### config.mk
export PLATFORM = sky130hd
export DESIGN_NAME = icnbc_sweep_ctrl
export DESIGN_NICKNAME = d
export VERILOG_FILES = /design/src/rtl/icnbc_sweep_ctrl.sv
export SDC_FILE = /design/constraint.sdc
export NUM_CORES = 1
export LEC_CHECK = 0
export ABC_AREA = 1
export CORE_ASPECT_RATIO = 1.75
export CORE_MARGIN = 8
export CORE_UTILIZATION = 46
export DETAILED_ROUTE_END_ITERATION = 12
export HOLD_SLACK_MARGIN = 0.02
export PLACE_DENSITY_LB_ADDON = 0.08
export SYNTH_ARGS = -nofsm -noshare
export SYNTH_HDL_FRONTEND = slang
export SYNTH_SLANG_ARGS = --single-unit
### constraint.sdc
create_clock -name clk -period 1.9 [get_ports clk]
set_input_delay 0.38 -clock clk [delete_from_list [all_inputs] [get_ports clk]]
set_output_delay 0.38 -clock clk [all_outputs]
set_load 0.005 [all_outputs]
### src/rtl/icnbc_sweep_ctrl.sv
// icnbc_sweep_ctrl
// Runs the icnbc code generator once for each min_ld in [ld_lo, ld_hi] with a
// fixed codeword length. Each run is bounded by a cycle timeout. The codewords
// the generator emits are counted, and the count saturates at MAX_CODES. Each
// run's outcome is offered on a valid/ready result port before the next run
// is launched.
module icnbc_sweep_ctrl #(
  parameter int N         = 8,
  parameter int MAX_CODES = 256,
  parameter int CNT_W     = 9,
  parameter int TIMEOUT   = 65535,
  parameter int TO_W      = 16
) (
  input  logic             clk,
  input  logic             rst_n,
  input  logic             start,
  input  logic [N-1:0]     n_cfg,
  input  logic [N-1:0]     ld_lo,
  input  logic [N-1:0]     ld_hi,
  output logic             busy,
  output logic             done,
  output logic             err_cfg,
  output logic             gen_start,
  output logic [N-1:0]     gen_n,
  output logic [N-1:0]     gen_min_ld,
  input  logic             gen_code_valid,
  input  logic             gen_done,
  output logic             res_valid,
  input  logic             res_ready,
  output logic [N-1:0]     res_min_ld,
  output logic [CNT_W-1:0] res_count,
  output logic             res_timeout
);

  typedef enum logic [1:0] {
    S_IDLE   = 2'd0,
    S_LAUNCH = 2'd1,
    S_RUN    = 2'd2,
    S_REPORT = 2'd3
  } state_e;

  localparam logic [CNT_W-1:0] CNT_MAX = CNT_W'(MAX_CODES);
  localparam logic [TO_W-1:0]  TO_LIM  = TO_W'(TIMEOUT);
  localparam logic [N-1:0]     LD_ZERO = {N{1'b0}};
  localparam logic [N-1:0]     LD_ONE  = {{(N-1){1'b0}}, 1'b1};

  // Saturating code counter step: one increment per emitted codeword,
  // clamped at the generator memory depth.
  function automatic logic [CNT_W-1:0] sat_inc(input logic [CNT_W-1:0] v,
                                               input logic             en);
    logic [CNT_W-1:0] r;
    if (en && (v != CNT_MAX)) begin
      r = v + CNT_W'(1);
    end else begin
      r = v;
    end
    return r;
  endfunction

  // Configuration is rejected when the length is zero, when min_ld starts at
  // zero, or when the range is empty.
  function automatic logic cfg_bad(input logic [N-1:0] n,
                                   input logic [N-1:0] lo,
                                   input logic [N-1:0] hi);
    return (n == LD_ZERO) || (lo == LD_ZERO) || (lo > hi);
  endfunction

  state_e           state_q,       state_d;
  logic             busy_q,        busy_d;
  logic             done_q,        done_d;
  logic             err_cfg_q,     err_cfg_d;
  logic             gen_start_q,   gen_start_d;
  logic [N-1:0]     gen_n_q,       gen_n_d;
  logic [N-1:0]     cur_ld_q,      cur_ld_d;
  logic [N-1:0]     ld_hi_q,       ld_hi_d;
  logic [CNT_W-1:0] cnt_q,         cnt_d;
  logic [TO_W-1:0]  to_q,          to_d;
  logic             res_valid_q,   res_valid_d;
  logic [N-1:0]     res_min_ld_q,  res_min_ld_d;
  logic [CNT_W-1:0] res_count_q,   res_count_d;
  logic             res_timeout_q, res_timeout_d;

  // Counter values a RUN cycle would produce. A codeword that arrives in the
  // same cycle as gen_done is included.
  logic [CNT_W-1:0] cnt_inc;
  logic [TO_W-1:0]  to_inc;

  // Next-state and next-output logic. Outputs are computed for the state
  // being entered so that each registered output matches its state.
  always_comb begin
    state_d       = state_q;
    busy_d        = busy_q;
    done_d        = 1'b0;
    err_cfg_d     = 1'b0;
    gen_start_d   = 1'b0;
    gen_n_d       = gen_n_q;
    cur_ld_d      = cur_ld_q;
    ld_hi_d       = ld_hi_q;
    cnt_d         = cnt_q;
    to_d          = to_q;
    res_valid_d   = res_valid_q;
    res_min_ld_d  = res_min_ld_q;
    res_count_d   = res_count_q;
    res_timeout_d = res_timeout_q;
    cnt_inc       = sat_inc(cnt_q, gen_code_valid);
    to_inc        = to_q + TO_W'(1);

    case (state_q)
      S_IDLE: begin
        if (start) begin
          if (cfg_bad(n_cfg, ld_lo, ld_hi)) begin
            err_cfg_d = 1'b1;
          end else begin
            gen_n_d     = n_cfg;
            cur_ld_d    = ld_lo;
            ld_hi_d     = ld_hi;
            gen_start_d = 1'b1;
            busy_d      = 1'b1;
            state_d     = S_LAUNCH;
          end
        end else begin
          state_d = S_IDLE;
        end
      end

      S_LAUNCH: begin
        // Anything the generator signals during the launch cycle is ignored.
        cnt_d   = {CNT_W{1'b0}};
        to_d    = {TO_W{1'b0}};
        state_d = S_RUN;
      end

      S_RUN: begin
        cnt_d = cnt_inc;
        to_d  = to_inc;
        if (gen_done) begin
          res_valid_d   = 1'b1;
          res_min_ld_d  = cur_ld_q;
          res_count_d   = cnt_inc;
          res_timeout_d = 1'b0;
          state_d       = S_REPORT;
        end else if (to_inc == TO_LIM) begin
          res_valid_d   = 1'b1;
          res_min_ld_d  = cur_ld_q;
          res_count_d   = cnt_inc;
          res_timeout_d = 1'b1;
          state_d       = S_REPORT;
        end else begin
          state_d = S_RUN;
        end
      end

      S_REPORT: begin
        if (res_ready) begin
          res_valid_d = 1'b0;
          // Compare with ld_hi before incrementing, so that ld_hi at the
          // top of the range never wraps.
          if (cur_ld_q == ld_hi_q) begin
            done_d  = 1'b1;
            busy_d  = 1'b0;
            state_d = S_IDLE;
          end else begin
            cur_ld_d    = cur_ld_q + LD_ONE;
            gen_start_d = 1'b1;
            state_d     = S_LAUNCH;
          end
        end else begin
          state_d = S_REPORT;
        end
      end

      default: begin
        busy_d      = 1'b0;
        res_valid_d = 1'b0;
        state_d     = S_IDLE;
      end
    endcase
  end

  // State and output registers. An asynchronous reset aborts any sweep
  // without emitting a result.
  always_ff @(posedge clk or negedge rst_n) begin
    if (!rst_n) begin
      state_q       <= S_IDLE;
      busy_q        <= 1'b0;
      done_q        <= 1'b0;
      err_cfg_q     <= 1'b0;
      gen_start_q   <= 1'b0;
      gen_n_q       <= {N{1'b0}};
      cur_ld_q      <= {N{1'b0}};
      ld_hi_q       <= {N{1'b0}};
      cnt_q         <= {CNT_W{1'b0}};
      to_q          <= {TO_W{1'b0}};
      res_valid_q   <= 1'b0;
      res_min_ld_q  <= {N{1'b0}};
      res_count_q   <= {CNT_W{1'b0}};
      res_timeout_q <= 1'b0;
    end else begin
      state_q       <= state_d;
      busy_q        <= busy_d;
      done_q        <= done_d;
      err_cfg_q     <= err_cfg_d;
      gen_start_q   <= gen_start_d;
      gen_n_q       <= gen_n_d;
      cur_ld_q      <= cur_ld_d;
      ld_hi_q       <= ld_hi_d;
      cnt_q         <= cnt_d;
      to_q          <= to_d;
      res_valid_q   <= res_valid_d;
      res_min_ld_q  <= res_min_ld_d;
      res_count_q   <= res_count_d;
      res_timeout_q <= res_timeout_d;
    end
  end

  assign busy        = busy_q;
  assign done        = done_q;
  assign err_cfg     = err_cfg_q;
  assign gen_start   = gen_start_q;
  assign gen_n       = gen_n_q;
  assign gen_min_ld  = cur_ld_q;
  assign res_valid   = res_valid_q;
  assign res_min_ld  = res_min_ld_q;
  assign res_count   = res_count_q;
  assign res_timeout = res_timeout_q;

endmodule

After elaboration in Yosys (flattened, before gate mapping)

Index checks and enable logic that the tools add are counted.

Bits in registers: 74
Bits in latches: 0
Memory bits (writable): 0
Memory bits (read-only): 0
Input bits: 30
Output and inout port bits: 39
Logic and storage cells: 87
Memories: 0

$add $sub $neg: 3
Multiply operators: 0
Divide/modulo/power cells: 0
Magnitude comparators: 1
Eq/ne operators: 13
Shift-type cells: 0
Muxes and demuxes: 40
Bitwise operators: 1
Reduce and logical (&&, ||, !) cells: 15

Operators with widths:

| operator                                                        | number |
|---|---|
| 8-bit 2-to-1 mux                                                | 6 |
| 16-bit one-hot mux with 2 select lines                          | 1 |
| 9-bit 2-to-1 mux                                                | 3 |
| 1-bit 2-to-1 mux                                                | 21 |
| 9-bit one-hot mux with 2 select lines                           | 1 |
| 16-bit by 1-bit adder with 16-bit output, second input constant | 1 |
| 16-bit == test, second input constant                           | 1 |
| 8-bit zero test                                                 | 2 |
| 8-bit one-hot mux with 2 select lines                           | 1 |
| 2-bit != test, second input constant                            | 5 |
| 5-bit AND reduction                                             | 2 |
| 9-bit by 1-bit adder with 9-bit output, second input constant   | 1 |
| 9-bit != test, second input constant                            | 1 |
| 8-bit by 1-bit adder with 8-bit output, second input constant   | 1 |
| 8-bit == test                                                   | 1 |
| 8-bit > comparator                                              | 1 |
| 2-bit one-hot mux with 4 select lines                           | 1 |
| 2-bit nonzero test                                              | 4 |
| 2-bit 2-to-1 mux                                                | 3 |
| 3-bit != test, second input constant                            | 2 |
| 1-bit one-hot mux with 2 select lines                           | 3 |
| 3-bit AND reduction                                             | 2 |
| 2-bit == test, second input constant                            | 2 |
| 2-bit by 1-bit == test with 1-bit output, second input constant | 1 |
| 5 further kinds                                                 | 6 |

Logic depth before layout (Yosys ltp)

Depth after elaboration: 6
Gate-level depth with buffers: 15
Depth with buffers taken out: 15

Worst setup path before layout

Ideal clock, no wire load.

Path type: register to register
Start point: reg to_q[1]
End point: reg res_min_ld_q[7] (netlist: res_min_ld[7])
Setup time: 120 ps
Arrival: 1727 ps
Data required time: 1780 ps
Slack: 54 ps
Cell stages (with the launch flop): 16
Path buffers: 1
Period minus slack after synthesis: 1846 ps
Cell sequence: dfrtp_1 -> ha_1 -> nand2_2 -> nor2_4 -> nand2_1 -> nand2_1 -> nand2_1 -> nor2_1 -> nand2_1 -> nor2_1 -> nand3_1 -> nand2_2 -> nand2_4 -> buf_6 -> nand2_1 -> o21ai_2

Cells in the longest elaborated chain, start to end: 4

RTL lines:

| item                                     | RTL line | text |
|---|---|---|
| start: declaration                       | 77       | `logic [TO_W-1:0] to_q, to_d;` |
| start signal: assignment                 | 193      | `to_q <= {TO_W{1'b0}};` |
| start signal: assignment                 | 208      | `to_q <= to_d;` |
| 16-bit by 1-bit adder with 16-bit output | 106      | `to_inc = to_q + TO_W'(1);` |
| 16-bit == test                           | 142      | `end else if (to_inc == TO_LIM) begin` |
| 2-bit nonzero test (no line)             | -        |  |
| 2-bit AND reduction (no line)            | -        |  |
| end signal: assignment                   | 195      | `res_min_ld_q <= {N{1'b0}};` |
| end signal: assignment                   | 210      | `res_min_ld_q <= res_min_ld_d;` |
| end: declaration                         | 79       | `logic [N-1:0] res_min_ld_q, res_min_ld_d;` |

No other way between the ends.
A chain may end at the register's enable or synchronous reset.

Final worst setup path

Start point: reg to_q[0]
End point: reg res_min_ld_q[0] (netlist: res_min_ld[0])

The elaborated chain is that of the path after synthesis.

==> summary.txt <==
Power
  • Pwr dens: 1240 nW/µm²
  • Clock share of power: 0.245
  • Power share of the sequential group: 0.311
  • Sw Share: 0.365
  • Net Switching: 2.73 mW
  • Peak supply drop: 0.846 mV
  • Static leakage: 2.76 nW
  • Int Power: 4.74 mW
  • Logic pwr share: 0.444

Timing
  • RSZ-0062 raised after global routing: true
  • Slew of the pin with the lowest slew margin: 491 ps
  • Final hold violation count: 0
  • Skew final: 5.20 ps
  • Final WS setup: -100 ps
  • Final Max Slew Viols: 0
  • Slew headroom: 0.671
  • Setup TNS: -1640 ps
  • Final Setup Violations: 19
  • Ratio of final minimum period to clock period: 1.05
  • Fin Hold WS: 365 ps
  • Minimum clock period: 2000 ps
  • Achievable frequency: 0.500 GHz

Clock tree
  • Clock transition at the registers of the reported paths: 60 ps
  • CTS tree: yes
  • Clock tree buffer depth: 2
  • Total CTS buffers: 9
  • CTS Sinks: 74
  • CTS H-tree lvls: 3
  • Clk_lat worst skew: 340 ps
  • Root Driver: clkbuf_16

Floorplanning
  • # IOs: 69
  • Die Wd: 88.1 µm
  • Initial Utilization: 0.467
  • Core area: 8980 µm²
  • Die ar.: 12,500 µm²
  • Die Ht: 142 µm
  • Floorplan row count: 46

Detailed routing
  • Via count: 3,881
  • Antenna viol nets, final: 0
  • Avg WL per Cell: 14.5 µm
  • Via density: 5.03
  • DRT iter0 DRCs: 133
  • DRT Wirelength: 11.2 mm
  • DRC: 0
  • First-pass DRT Iterations: 4

Setup path
  • Reg2Reg Setup Slack: -100 ps
  • Critical path class: register to register
  • Max stage delay on crit path: 400 ps
  • Worst Setup End Kind: register
  • CP cell instances: ha_4, nand2_4, nor2_4, buf_12, nand4_1, nand2_1, nand2_1, nor2_1, nand3_1, nand2_2, nand2_4, buf_12, nand2_1, o21ai_2
  • Worst endpoint data arrival time: 2230 ps
  • CP max-delay cell: dfrtp_1
  • Cell mode on critical path: nand2_1
  • Worst Setup Start Kind: register
  • CP required: 2130 ps
  • Critical path peak fanout: 15

Cells and area
  • Fillers: 772
  • Highest-count cells in the layout ignoring fill and taps: 140 x nand2_1, 74 x dfrtp_1, 58 x inv_1
  • Reg area: 1850 µm²
  • Layout cell share with drive strength beyond 1: 0.230
  • Multi-input logic area: 2310 µm²
  • Synth-to-Final Area Change: 43.8%
  • Leading cell type in the layout, fill and taps excluded: nand2_1
  • Diode count: 0
  • Fin util: 0.671
  • Fin nets: 693

Run status
  • Failing checks: setup timing
  • Status: finished with violations

Synth
  • Sequential area share after synthesis: 0.442
  • Cell area after synthesis: 4190 µm²
  • Syn. warnings: 0
  • Top cell type's share of synthesized area: 0.442
  • Top cells by area, synth: dfrtp_1 44%, nand2_1 14%, inv_1 5.7%
  • Syn Inst Count: 530
  • Synth cell types: 36
  • Syn Nets: 576
  • Seq cells post-synth: 74
  • Area leader, netlist: dfrtp_1
  • Post-Syn Area per Cell: 7.90 µm²

Place
  • DP Worst Slack: -582 ps
  • Post-detail-place hpwl: 8.21 mm
  • Placer congestion estimate: 0.850
  • PortBufs: 68

Flow run
  • Max_cap viols: 0

Global routing
  • Number of global-route vias before repair: 3,866
  • Antenna violations before repair: 0
  • Global Route Usage Sum: 0.185
  • Pin count of the biggest net entering global routing: 36
  • First-pass GRT wire length: 18.0 mm
  • Grt ovf: 0

Min path
  • Min-delay worst type: input port to register
-- cell usage after synthesis --
master    instances
o22ai_1          13
and2_0            1
nand4_1          15
nand2_2           3
a21oi_1           7
nand3_1          27
or2_1             1
nor3_1            4
clkinv_1          1
buf_6             3
or2_2             6
nand3_2           2
nor2_2            2
dfrtp_1          74
nor4_1            5
o21ai_2          18
inv_1            64
xor2_1           14
o21a_1            7
buf_1             1
and3_1            1
o21ai_0          35
nand2_1         158
a31o_2            1
nand3b_1          1
buf_2             1
and2_1            1
ha_1             16
nand2_4           1
nor2_4            2
inv_2             1
o21bai_1          1
xnor2_1           2
clkbuf_1         10
o21ai_1           5
nor2_1           26
-- area by class of cell --
type,count,area share
repair inverters,1,0.000831
well taps,120,0.0249
repair buffers,119,0.189
clock buffers,10,0.0397
clock inverters,6,0.0133
flip-flops and latches,74,0.307
multi-input cells,376,0.383
inverters,66,0.0417
-- power by group through the flow --
stage          Combinational [mW]  Sequential [mW]  Clock [mW]
2_1_floorplan                1.58             2.33           0
3_3_place_gp                 3.00             2.30           0
3_5_place_dp                 3.04             2.32           0
4_1_cts                      3.19             2.30        1.86
5_1_grt                      3.65             2.39        1.93
6_report                     3.32             2.32        1.83
-- worst max-delay path, delay by kind of cell (launching register included) --
family | cells | cell delay [ps]
buffers and inverters | 2 | 290
and+or+nand+nor | 10 | 950
AOI/OAI and AO/OA | 1 | 50
DFF | 1 | 400
adders and majority gates | 1 | 180
-- registers in the layout, indices dropped and copies added (netlist names) --
name / cells
busy: 1
cnt_q: 9
done: 1
err_cfg: 1
gen_min_ld: 8
gen_n: 8
gen_start: 1
ld_hi_q: 8
res_count: 9
res_min_ld: 8
res_timeout: 1
res_valid: 1
state_q: 2
to_q: 16
-- cell families (layout without fill, tap and decap cells) --
family / Yosys count / count (layout) / share of synthesized area
AND/OR/NAND/NOR: 256 / 257 / 0.269
buffers and inverters: 81 / 202 / 0.0783
flip-flops: 74 / 74 / 0.442
XOR/XNOR: 16 / 16 / 0.0335
adder cells (fa/ha/maj): 16 / 16 / 0.0478
AO/OA/AOI/OAI: 87 / 87 / 0.130
-- stage by stage --
stage	instance area, µm²	power [mW]	instances
5_1_grt	6020	7.96	772
4_1_cts	5760	7.36	768
6_report	6020	7.48	772
3_3_place_gp	5300	5.31	746
2_1_floorplan	4190	3.91	530
3_5_place_dp	5300	5.36	746
-- path summary, 6_finish.rpt --
| check | startpoint | endpoint | depth (start not counted) |
|---|---|---|---|
| max | to_q[0]$_DFFE_PN0P_ | res_min_ld[0]$_DFFE_PN0P_ | 14 |
| min | ld_hi[4] | ld_hi_q[4]$_DFFE_PN0P_ | 3 |
| max reg2reg | to_q[0]$_DFFE_PN0P_ | res_min_ld[0]$_DFFE_PN0P_ | 14 |
| min reg2reg | gen_n[0]$_DFFE_PN0P_ | gen_n[0]$_DFFE_PN0P_ | 2 |
| max in group asynchronous | rst_n | gen_n[6]$_DFFE_PN0P_ | 3 |
| min in group asynchronous | rst_n | res_count[4]$_DFFE_PN0P_ | 2 |
-- what timing repair did --
item | 4_1_cts | 5_1_grt
hold buffers | 1 | 0
endpoints found under the hold margin | 27 | 0
setup endpoints to repair | 46 | 54
pin swaps | 14 | 20
resized for setup | 28 | 57
gates cloned | 1 | 2
setup buffers | 4 | 2
-- metal layers --
metal | vias up | routed length, µm | track usage
li1 | 1947 | - | -
met1 | 1839 | 4100 | 0.188
met2 | 82 | 6320 | 0.339
met3 | 13 | 529 | 0.0492
met4 | 0 | 220 | 0.0744
met5 | - | 0 | 0
No activity file was read; power rests on OpenSTA's default activity.
